**src/rtl/hazard_scoreboard.sv**
```systemverilog
// ID-stage hazard unit: shift-register scoreboard of in-flight destinations driving
// EX forwarding selects, load-use stalls, bubble insertion and stall/flush counters.
module hazard_scoreboard #(
  parameter int unsigned REG_W      = 5,
  parameter int unsigned STAGES     = 3,
  parameter int unsigned LOAD_STAGE = 1,
  parameter bit          FWD_EN     = 1'b1,
  parameter int unsigned CNT_W      = 16,
  parameter int unsigned SEL_W      = $clog2(STAGES + 1)
) (
  input  logic                    clock,
  input  logic                    reset,
  input  logic                    id_valid,
  input  logic [REG_W-1:0]        id_rs,
  input  logic                    id_rs_used,
  input  logic [REG_W-1:0]        id_rt,
  input  logic                    id_rt_used,
  input  logic [REG_W-1:0]        id_rd,
  input  logic                    id_we,
  input  logic                    id_load,
  input  logic                    flush,
  output logic                    stall,
  output logic [SEL_W-1:0]        fwd_rs_sel,
  output logic [SEL_W-1:0]        fwd_rt_sel,
  output logic [STAGES*REG_W-1:0] stage_rd,
  output logic [STAGES-1:0]       stage_we,
  output logic [CNT_W-1:0]        stall_cnt,
  output logic [CNT_W-1:0]        flush_cnt
);

  logic [REG_W-1:0]  rd_q [STAGES];
  logic [STAGES-1:0] we_q;
  logic [STAGES-1:0] load_q;
  logic [CNT_W-1:0]  stall_cnt_q;
  logic [CNT_W-1:0]  flush_cnt_q;

  logic [REG_W-1:0]  rd0_d;
  logic              we0_d;
  logic              load0_d;

  logic              rs_hit, rt_hit;
  logic              rs_ld, rt_ld;
  int unsigned       rs_k, rt_k;
  logic              hazard_rs, hazard_rt;
  logic              stall_int;

  // Ascending search with a found flag so the youngest match shadows older ones.
  always_comb begin
    rs_hit = 1'b0;
    rs_ld  = 1'b0;
    rs_k   = 0;
    rt_hit = 1'b0;
    rt_ld  = 1'b0;
    rt_k   = 0;
    for (int unsigned k = 0; k < STAGES; k++) begin
      if (!rs_hit && id_rs_used && (id_rs != '0) && we_q[k] && (rd_q[k] == id_rs)) begin
        rs_hit = 1'b1;
        rs_ld  = load_q[k];
        rs_k   = k;
      end
      if (!rt_hit && id_rt_used && (id_rt != '0) && we_q[k] && (rd_q[k] == id_rt)) begin
        rt_hit = 1'b1;
        rt_ld  = load_q[k];
        rt_k   = k;
      end
    end
  end

  always_comb begin
    hazard_rs = 1'b0;
    hazard_rt = 1'b0;
    if (FWD_EN) begin
      hazard_rs = rs_hit && rs_ld && (rs_k < LOAD_STAGE);
      hazard_rt = rt_hit && rt_ld && (rt_k < LOAD_STAGE);
    end else begin
      // The oldest entry writes the regfile in the first half-cycle, so it never hazards.
      hazard_rs = rs_hit && (rs_k < STAGES - 1);
      hazard_rt = rt_hit && (rt_k < STAGES - 1);
    end
  end

  assign stall_int  = id_valid && !flush && (hazard_rs || hazard_rt);
  assign stall      = stall_int;
  assign fwd_rs_sel = (FWD_EN && rs_hit) ? SEL_W'(rs_k + 1) : '0;
  assign fwd_rt_sel = (FWD_EN && rt_hit) ? SEL_W'(rt_k + 1) : '0;

  always_comb begin
    rd0_d   = '0;
    we0_d   = 1'b0;
    load0_d = 1'b0;
    if (id_valid && !flush && !stall_int) begin
      rd0_d   = id_rd;
      we0_d   = id_we && (id_rd != '0);
      load0_d = id_load;
    end
  end

  always_ff @(posedge clock or negedge reset) begin
    if (!reset) begin
      for (int unsigned k = 0; k < STAGES; k++) rd_q[k] <= '0;
      we_q        <= '0;
      load_q      <= '0;
      stall_cnt_q <= '0;
      flush_cnt_q <= '0;
    end else begin
      for (int unsigned k = 1; k < STAGES; k++) begin
        rd_q[k]   <= rd_q[k-1];
        we_q[k]   <= we_q[k-1];
        load_q[k] <= load_q[k-1];
      end
      rd_q[0]   <= rd0_d;
      we_q[0]   <= we0_d;
      load_q[0] <= load0_d;
      if (stall_int && (stall_cnt_q != '1)) stall_cnt_q <= stall_cnt_q + CNT_W'(1);
      if (flush && (flush_cnt_q != '1))     flush_cnt_q <= flush_cnt_q + CNT_W'(1);
    end
  end

  always_comb begin
    stage_rd = '0;
    for (int unsigned k = 0; k < STAGES; k++) stage_rd[k*REG_W +: REG_W] = rd_q[k];
  end

  assign stage_we  = we_q;
  assign stall_cnt = stall_cnt_q;
  assign flush_cnt = flush_cnt_q;

endmodule

```
**config.mk**
```make
export PLATFORM = sky130hd
export DESIGN_NAME = hazard_scoreboard
export DESIGN_NICKNAME = d
export VERILOG_FILES = /design/src/rtl/hazard_scoreboard.sv
export SDC_FILE = /design/constraint.sdc
export NUM_CORES = 1
export LEC_CHECK = 0
export BUFFER_PORTS_ARGS = -buffer_cell sky130_fd_sc_hd__buf_2
export CAP_MARGIN = 20
export CORE_MARGIN = 1
export CORE_UTILIZATION = 25
export DETAILED_ROUTE_END_ITERATION = 8
export SYNTH_ARGS = -nofsm -noshare
export SYNTH_HDL_FRONTEND = slang
export SYNTH_SLANG_ARGS = --single-unit
```
**constraint.sdc**
```tcl
create_clock -name clock -period 2.43 [get_ports clock]
set_clock_uncertainty 0.1 [all_clocks]
set_input_delay 0.1215 -clock clock [delete_from_list [all_inputs] [get_ports clock]]
set_output_delay 0.1215 -clock clock [all_outputs]
set_load 0.01 [all_outputs]
```
==> flow_metrics.tcl, run 1 <==
set metrics [dict create \
    outcome "completed" \
    worst_pin_slew_ps 562 \
    antenna_cells 0 \
    grt_use_total_pct 11.6 \
    synthXorXnorAreaFrac_pct 18.1 \
    fin_crit_ps 2240 \
    synth_seq_area_share_pct 50.6 \
    synth_compound_area_share_pct 6.95 \
    num_io_pins 78 \
    cts_sinks 51 \
    regArea_um2 1280 \
    avgRoutedWirePerCell_um 13.0 \
    postLayoutCoreUtil_pct 33.6 \
    synth_top_family_by_area "simple AND/OR/NAND/NOR gates" \
    multiInputGateArea_um2 1230 \
    finalSetupViolations 0 \
    cts_tree "yes" \
    synthAdderAreaFrac_pct 0.993 \
    die_w_um 102 \
    peakVddDrop_v 0.000398 \
    clock_latency_ps 290 \
    stdcell_area_um2 3290 \
    dr.pass1.iters 4 \
    cp.buffers_inverters 1 \
    dieArea_um2 10500 \
    worstSetupPathType "flip-flop to primary output" \
    drc 0 \
    netlist_area_um2 2520 \
    synth_cell_types 41 \
    synth-edff-count 0 \
    fp.dieH_um 102 \
    grt_pass1_vias 1930 \
    core-area_um2 9770 \
    port_buffers 77 \
    antenna_found_initial 0 \
    critPathMaxFanout 3 \
    cts_max_path_buffers 2 \
    min_path_type "input pin to flip-flop" \
    grt_setup_unrepaired "false" \
    syn_nets 248 \
    route.vias.total 2000 \
    crit_family "simple AND/OR/NAND/NOR gates" \
    muxShareOfSynthArea_pct 1.74 \
    htree_levels 2 \
    grt_pass1_wl_mm 9.40 \
    crit_arrival_ps 2010 \
    yosys_warnings 0 \
    gp_congestion 0.743 \
    final_nets 344 \
    syn_inst 223 \
    drive_gt1_share_pct 32.6 \
    overflow 0 \
    fin_crit_sh_pct 92.0 \
    required_ps 2210 \
    slowest_delay_ps 410 \
    first_iter_violations 48 \
    synthFlopType "dfrtp_1" \
    dpl.hpwl_mm 4.50 \
    num-fill-cells 1014 \
    cts_root_buf "clkbuf_8" \
    vias_per_cell 4.42 \
    syn_area_per_cell_um2 11.3 \
    slew_violations 0 \
    finalPower_mw 1.89 \
    path_cells "xor2_1 -> nor4_1 -> nand3_1 -> nor2b_1 -> nor3b_1 -> buf_2" \
    cts_buffers 5 \
    synthSimpleGateAreaFrac_pct 21.0 \
    pre_cts_ws_ps 330 \
    syn_to_final_growth_pct 30.4 \
    synth-seq-cells 51 \
    fmax_mhz 447 \
    crit_path_end_kind "primary output" \
    grt_max_degree 35 \
    synthArstFlopShare_pct 100 \
    startpoint_type "flip-flop" \
    ant_nets 0 \
    tns_ps 0 \
    hold_violations 0 \
    num_rows 36 \
    clk_pin_slew_ps 90 \
    start_util_pct 25.8 \
    setup_ws_ps 194 \
    power.density_nw_per_um2 574 \
    max_cap_violations 0 \
    power.leakage_nw 1.64 \
    wl_mm 5.87 \
    slowest_stage "dfrtp_1" \
    detailed_place.area_um2 3080 \
    slew_headroom_pct 62.5 \
]
power by group:
group          internal, mW  switching [mW]
sequential            0.914          0.0874
clock                 0.302           0.265
combinational         0.151           0.165
state kept, by name, summed over array words and instances (netlist names):
register,flops
flush_cnt,16
stall_cnt,16
stage_rd,15
stage_we,3
load_q,1
cell type report:
type	count	share of cell area [%]
clock buffer	6	2.21
clock inverter	1	0.914
inverter	1	0.114
multi-input combinational	170	37.6
sequential	51	38.8
tap	133	5.06
timing repair buffer	90	15.3
worst register-to-register path, stage by stage, from the launching register on:
cell and delay, ps:
dfrtp_1 470, and4_1 270, and4_1 240, a2111oi_2 600, nand4_1 190, xnor2_1 150
synth_stat cells, types with 2 or more instances:
cell / instances / share of area [%]
o21a_1: 2 / 0.60
nor2_1: 8 / 1.2
or4_1: 3 / 0.89
nor2b_1: 5 / 1.2
o21ai_0: 2 / 0.40
o31ai_1: 2 / 0.60
dfrtp_1: 51 / 51
xnor2_1: 22 / 7.6
o21ai_2: 2 / 0.70
nand4b_2: 2 / 1.2
and3_1: 5 / 1.2
and2_1: 7 / 1.7
nor3b_1: 2 / 0.60
xor2_1: 30 / 10
nand2_1: 14 / 2.1
nor3_1: 4 / 0.79
a21oi_1: 6 / 1.2
nor4_2: 2 / 0.99
mux2_2: 2 / 0.89
nand3_1: 18 / 3.6
nand4_1: 7 / 1.7
and4_1: 2 / 0.70
nor4_1: 6 / 1.5
ha_1: 2 / 0.99
path summary, 6_finish.rpt:
path	start	to	slack (ps)	cells after the start
max in group asynchronous	reset	flush_cnt[2]	1250	3
setup reg to reg	stall_cnt[9]	stall_cnt[11]	320	5
min in group asynchronous	reset	stall_cnt[0]	180	2
hold / removal	flush	flush_cnt[0]	80	3
hold reg to reg	stage_we[1]	stage_we[2]	350	0
setup / recovery	stage_rd[12]	fwd_rt_sel[1]	190	6
cell families (layout without fill, tap and decap cells):
group | count (synthesis) | count (layout)
compound gates | 22 | 22
xor+xnor | 52 | 52
fa+ha+maj | 2 | 2
buf+inv | 2 | 98
flops | 51 | 51
mux | 4 | 4
simple gates | 90 | 90
repair_timing:
| action | CTS | global route |
|---|---|---|
| hold buffers | 8 | 0 |
| resized for setup | 0 | 1 |
| hold endpoints to repair | 24 | 0 |
| buffers inserted | 0 | 2 |
| endpoints found under the setup margin | 0 | 1 |
layer usage:
metal | wire length (um) | vias to the layer above | global-route usage, %
met5 | 0 | - | 0
met4 | 57 | 0 | 2.97
met3 | 296 | 5 | 2.60
met2 | 2670 | 56 | 19.4
met1 | 2850 | 954 | 15.2
li1 | - | 985 | -
per-stage QoR:
step / std cells / hold slack [ps]
2_1_floorplan: 223 / -274
3_3_place_gp: 435 / -19.9
3_5_place_dp: 435 / -20.2
4_1_cts: 450 / 62.0
5_1_grt: 452 / 69.5
6_report: 452 / 77.8
layout by cell type, fill, tap and decap left out, types with 3 or more instances in the layout:
cell type	instances
buf_2	77
dfrtp_1	51
xor2_1	30
xnor2_1	22
nand3_1	18
nand2_1	14
nor2_1	8
dlygate4sd3_1	8
and2_1	7
nand4_1	7
a21oi_1	6
nor4_1	5
and3_1	5
nor2b_1	5
clkbuf_8	5
buf_4	5
nor3_1	4
or4_1	3
nor4_2	3
(Power assumes the default switching activity.)
==> run 2: changes to the inputs <==
- MAX_ROUTING_LAYER: unset -> met4
- clock period: 2.43 -> 1.96 ns (I/O delays scaled with it)
==> run 2 against run 1 <==
The run now ends with negative setup slack left. Power grew 31%. First-iteration DRC count is 21% lower. Clock power grew 14%. Global-route usage is 1.6 points higher. Clock-buffer cell count shrank 1. Cell area up 18%. Hold slack got worse by 6.0 ps. Via count increased by 11%. Wire length up 9.7%.
==> flow_metrics.tcl, run 2 (synthesis results as in run 1) <==
set metrics [dict create \
    outcome "complete, but fails checks" \
    violations "negative setup slack" \
    power.share.clock_pct 26.2 \
    cts_max_path_buffers 2 \
    gp_congestion 0.813 \
    hold_violations 0 \
    start_util_pct 25.8 \
    worstSetupPathType "flip-flop to flip-flop" \
    path_cells "xor2_1 -> nor4_2 -> nand4b_2 -> buf_6 -> buf_4 -> a21bo_4 -> mux2_1" \
    detailed_place.area_um2 3440 \
    drive_gt1_share_pct 47.4 \
    slowest_delay_ps 430 \
    fin_crit_sh_pct 110 \
    htree_levels 2 \
    required_ps 2060 \
    min_path_type "input pin to flip-flop" \
    tns_ps -2010 \
    worst_pin_slew_ps 411 \
    critPathMaxFanout 6 \
    final_common_cell "buf_2" \
    crit_arrival_ps 2270 \
    num_rows 36 \
    die_w_um 102 \
    final_nets 395 \
    crit_path_end_kind "flip-flop" \
    regToRegEndpoint "stall_cnt[1]" \
    core-area_um2 9770 \
    regArea_um2 1280 \
    fp.dieH_um 102 \
    comb_power_share_pct 24.6 \
    grt_pass1_vias 2286 \
    rr_worst_depth 7 \
    slew_headroom_pct 72.4 \
    drc 0 \
    dr.pass1.iters 4 \
    hp-start "flush" \
    grt_setup_unrepaired "true" \
    ant_nets 0 \
    cp.buffers_inverters 2 \
    postLayoutCoreUtil_pct 39.7 \
    grt_use_total_pct 13.2 \
    dieArea_um2 10500 \
    startpoint_type "flip-flop" \
    cts_sinks 51 \
    wl_mm 6.44 \
    setup_ws_ps -205 \
    power.switching_mw 0.760 \
    rrSetupSlack_ps -210 \
    first_iter_violations 38 \
    slew_violations 0 \
    peakVddDrop_v 0.000495 \
    clk_pin_slew_ps 110 \
    p_int_mw 1.71 \
    cts_root_buf "clkbuf_8" \
    port_buffers 77 \
    hold_depth 3 \
    vias_per_cell 4.39 \
    final_cell_mix "buf_2, dfrtp_1, buf_4, xor2_1, xnor2_1" \
    place_inst 480 \
    num-fill-cells 969 \
    antenna_cells 0 \
    clock_latency_ps 310 \
    max_cap_violations 0 \
    cts_tree "yes" \
    grt_pass1_wl_mm 10.5 \
    route.vias.total 2214 \
    power.leakage_nw 1.98 \
    overflow 0 \
    slowest_stage "dfrtp_1" \
    finalSetupViolations 17 \
    seqPwrFrac_pct 49.3 \
    stdcell_count 504 \
    multiInputGateArea_um2 1400 \
    crit_family "simple AND/OR/NAND/NOR gates" \
    syn_to_final_growth_pct 53.9 \
    stdcell_area_um2 3880 \
    cts_buffers 5 \
    fmax_mhz 462 \
    dpl.hpwl_mm 4.80 \
    pre_cts_ws_ps -169 \
    hold_path_end "flush_cnt[2]" \
    avgRoutedWirePerCell_um 12.8 \
    power.density_nw_per_um2 638 \
    antenna_found_initial 0 \
    rr_startpoint "stage_rd[2]" \
    fin_crit_ps 2170 \
    grt_max_degree 52 \
    netSwitchingFraction_pct 30.7 \
    num_io_pins 78 \
]
[run 2: cell types whose count changed in the layout (fill, tap and decap cells not counted), sizes merged]
| cell | change |
|---|---|
| buf | +51 |
| clkbuf | -1 |
| bufinv | -1 |
| clkinvlp | +1 |
| clkinv | +1 |
| inv | +1 |
[run 2: worst max path at each step]
stage	start	end	cells after the start
2_1_floorplan	stage_rd[1]	stall_cnt[11]	7
3_3_place_gp	stage_rd[1]	stall_cnt[1]	6
3_5_place_dp	stage_rd[1]	stall_cnt[5]	7
4_1_cts	stage_rd[2]	fwd_rs_sel[1]	7
5_1_grt	stage_rd[2]	stall	8
6_report	stage_rd[2]	stall_cnt[1]	7
[run 2: worst min-delay path: cells and delay by family]
family,cells,cell delay (ps)
buffers and inverters,1,140
AO/OA/AOI/OAI,2,200
[run 2: metal layers]
metal / share of wire [%] / GRT usage, % / vias to the layer above
met4: 0.031 / 2.64 / 0
met2: 51 / 23.2 / 64
met3: 4.4 / 3.28 / 2
li1: - / - / 1091
met1: 45 / 15.3 / 1057
met5: 0 / - / -
[run 2: repair_timing]
action | 4_1_cts | 5_1_grt
hold buffers | 8 | 0
buffers inserted | 3 | 5
resized for setup | 17 | 23
hold endpoints to repair | 58 | 0
gates cloned | 0 | 0
endpoints found under the setup margin | 18 | 30
pin swaps | 9 | 12
[run 2: final cells by class]
type | instances | share of cell area, %
clock inverters | 3 | 0.710
well taps | 133 | 4.29
flip-flops and latches | 51 | 32.9
repair buffers | 141 | 24.2
inverters | 1 | 0.0968
clock buffers | 5 | 1.77
multi-input cells | 170 | 36.0
[run 2: per-stage QoR]
| stage | hold WS (ps) | power (mW) |
|---|---|---|
| after detailed placement | 15.5 | 1.75 |
| after CTS | 43.2 | 2.44 |
| final | 71.8 | 2.47 |
| after floorplan | -298 | 1.45 |
| after global placement | 12.5 | 1.73 |
| after global routing | 92.6 | 2.64 |
[run 2: power groups by stage]
stage / registers, mW / logic, mW / clock network [mW]
after floorplan: 1.28 / 0.170 / 0
after global placement: 1.22 / 0.515 / 0
after detailed placement: 1.22 / 0.526 / 0
after CTS: 1.20 / 0.546 / 0.694
after global routing: 1.23 / 0.680 / 0.727
final: 1.22 / 0.607 / 0.647
==> run 3: changes to the inputs <==
- CELL_PAD_IN_SITES_DETAIL_PLACEMENT: unset -> 1
- CELL_PAD_IN_SITES_GLOBAL_PLACEMENT: unset -> 2
- PLACE_DENSITY_LB_ADDON: unset -> 0.1
==> run 3 against run 2 <==
Core utilization increased by 0.69 points. Setup slack worse by 19 ps. Die area did not move. Cell area increased by 1.7%. First-iteration DRC count is 47% lower. Clock power increased by 11%. Hold slack better by 3.4 ps. Non-clock buffer count up 8. The flow still finishes with violations (negative setup slack). Largest power group unchanged.
==> flow_metrics.tcl, run 3 (synthesis results as in run 1) <==
set metrics [dict create \
    grt_pass1_wl_mm 12.0 \
    htree_levels 2 \
    cts_sinks 51 \
    fin_crit_ps 2180 \
    clk_pin_slew_ps 90 \
    peakVddDrop_v 0.000437 \
    cts_root_buf "clkbuf_8" \
    min_path_type "input pin to flip-flop" \
    cts_buffers 5 \
    grt_use_total_pct 15.6 \
    slowest_stage "dfrtp_2" \
    dr.pass1.iters 4 \
    dpl.hpwl_mm 5.89 \
    finalSetupViolations 25 \
    num-fill-cells 1151 \
    setup_ws_ps -225 \
    fin_crit_sh_pct 111 \
    start_util_pct 25.8 \
    cp.buffers_inverters 3 \
    max_cap_violations 0 \
    crit_path_end_kind "primary output" \
    core-area_um2 9770 \
    antenna_cells 0 \
    final_nets 403 \
    required_ps 1760 \
    fmax_mhz 458 \
    crit_path_frequent_cell "buf_6" \
    clock_latency_ps 300 \
    hold_violations 0 \
    final_common_cell "buf_2" \
    gp_congestion 0.739 \
    slowest_delay_ps 450 \
    route.vias.total 2276 \
    antenna_found_initial 0 \
    crit_arrival_ps 1990 \
    outcome "complete, but fails checks" \
    overflow 0 \
    slew_violations 0 \
    fp.dieH_um 102 \
    path_cells "xor2_1 -> nor4_2 -> nand4b_2 -> a21oi_4 -> buf_6 -> buf_4 -> buf_6" \
    power.leakage_nw 2.04 \
    first_iter_violations 20 \
    drc 0 \
    worstSetupPathType "flip-flop to primary output" \
    wl_mm 7.62 \
    vias_per_cell 4.45 \
    tns_ps -2750 \
    drive_gt1_share_pct 48.7 \
    final_cell_mix "buf_2, buf_4, dfrtp_1, xor2_1, xnor2_1" \
    worst_pin_slew_ps 451 \
    num_rows 36 \
    critPathMaxFanout 4 \
    regArea_um2 1280 \
    ant_nets 0 \
    syn_to_final_growth_pct 56.6 \
    multiInputGateArea_um2 1400 \
    slew_headroom_pct 69.9 \
    violations "negative setup slack" \
    dieArea_um2 10500 \
    stdcell_count 511 \
    die_w_um 102 \
    avgRoutedWirePerCell_um 14.9 \
    place_inst 487 \
    num_io_pins 78 \
    cts_max_path_buffers 2 \
    grt_setup_unrepaired "true" \
    startpoint_type "flip-flop" \
    crit_family "simple AND/OR/NAND/NOR gates" \
    pre_cts_ws_ps -209 \
    grt_pass1_vias 2391 \
    power.density_nw_per_um2 649 \
    port_buffers 77 \
    cts_tree "yes" \
    grt_max_degree 23 \
]
[run 3: repair_timing]
| item | CTS | global route |
|---|---|---|
| endpoints found under the hold margin | 24 | 0 |
| pin swaps | 15 | 10 |
| gates cloned | 0 | 1 |
| setup endpoints to repair | 23 | 32 |
| setup buffers | 6 | 2 |
| resized for setup | 23 | 17 |
| hold buffers | 8 | 0 |
[run 3: worst paths after layout]
path | to | from | slack, ps | cells after the start
max | stall | stage_rd[4] | -220 | 7
min reg2reg | stage_we[2] | stage_we[1] | 350 | 0
min | flush_cnt[2] | flush | 80 | 3
min in group asynchronous | stage_rd[12] | reset | 180 | 2
max reg2reg | stall_cnt[10] | stage_rd[4] | -200 | 9
max in group asynchronous | stage_rd[4] | reset | 900 | 3
[run 3: worst register-to-register path: cells and delay by family, from the launching register on]
family                    cells  cell delay (ps)
xor gates and xnor gates      2              290
and+or+nand+nor               3              630
DFF                           1              450
buffers and inverters         3              370
AOI/OAI and AO/OA             1              220
[run 3: layer usage]
layer / wire length, um / vias to the layer above / track usage, %
li1: - / 1099 / -
met4: 37 / 0 / 2.97
met5: 0 / - / -
met2: 4080 / 43 / 28.3
met1: 3240 / 1130 / 18.2
met3: 269 / 4 / 2.33
[run 3: cell type report]
| type | count | area share (%) |
|---|---|---|
| Multi-Input combinational cell | 170 | 35.5 |
| Sequential cell | 51 | 32.4 |
| Timing Repair Buffer | 149 | 25.2 |
| Tap cell | 133 | 4.22 |
| Clock buffer | 6 | 1.84 |
| Clock inverter | 1 | 0.761 |
| Inverter | 1 | 0.0951 |
[run 3: per-stage QoR]
| step | instance area, um^2 | hold slack [ps] | util, % | total power, mW |
|---|---|---|---|---|
| 6_report | 3950 | 75.2 | 40.4 | 2.56 |
| 5_1_grt | 3950 | 94.7 | 40.4 | 2.72 |
| 3_5_place_dp | 3480 | -30.6 | 35.6 | 1.80 |
| 2_1_floorplan | 2520 | -298 | - | 1.45 |
| 3_3_place_gp | 3480 | -25.0 | 35.6 | 1.79 |
| 4_1_cts | 3810 | 63.1 | 39.0 | 2.56 |
[run 3: where the power goes]
group	switching, mW	internal, mW	total [mW]
clock	0.343	0.375	0.718
combinational	0.314	0.318	0.633
sequential	0.0773	1.13	1.21
total	0.734	1.83	2.56
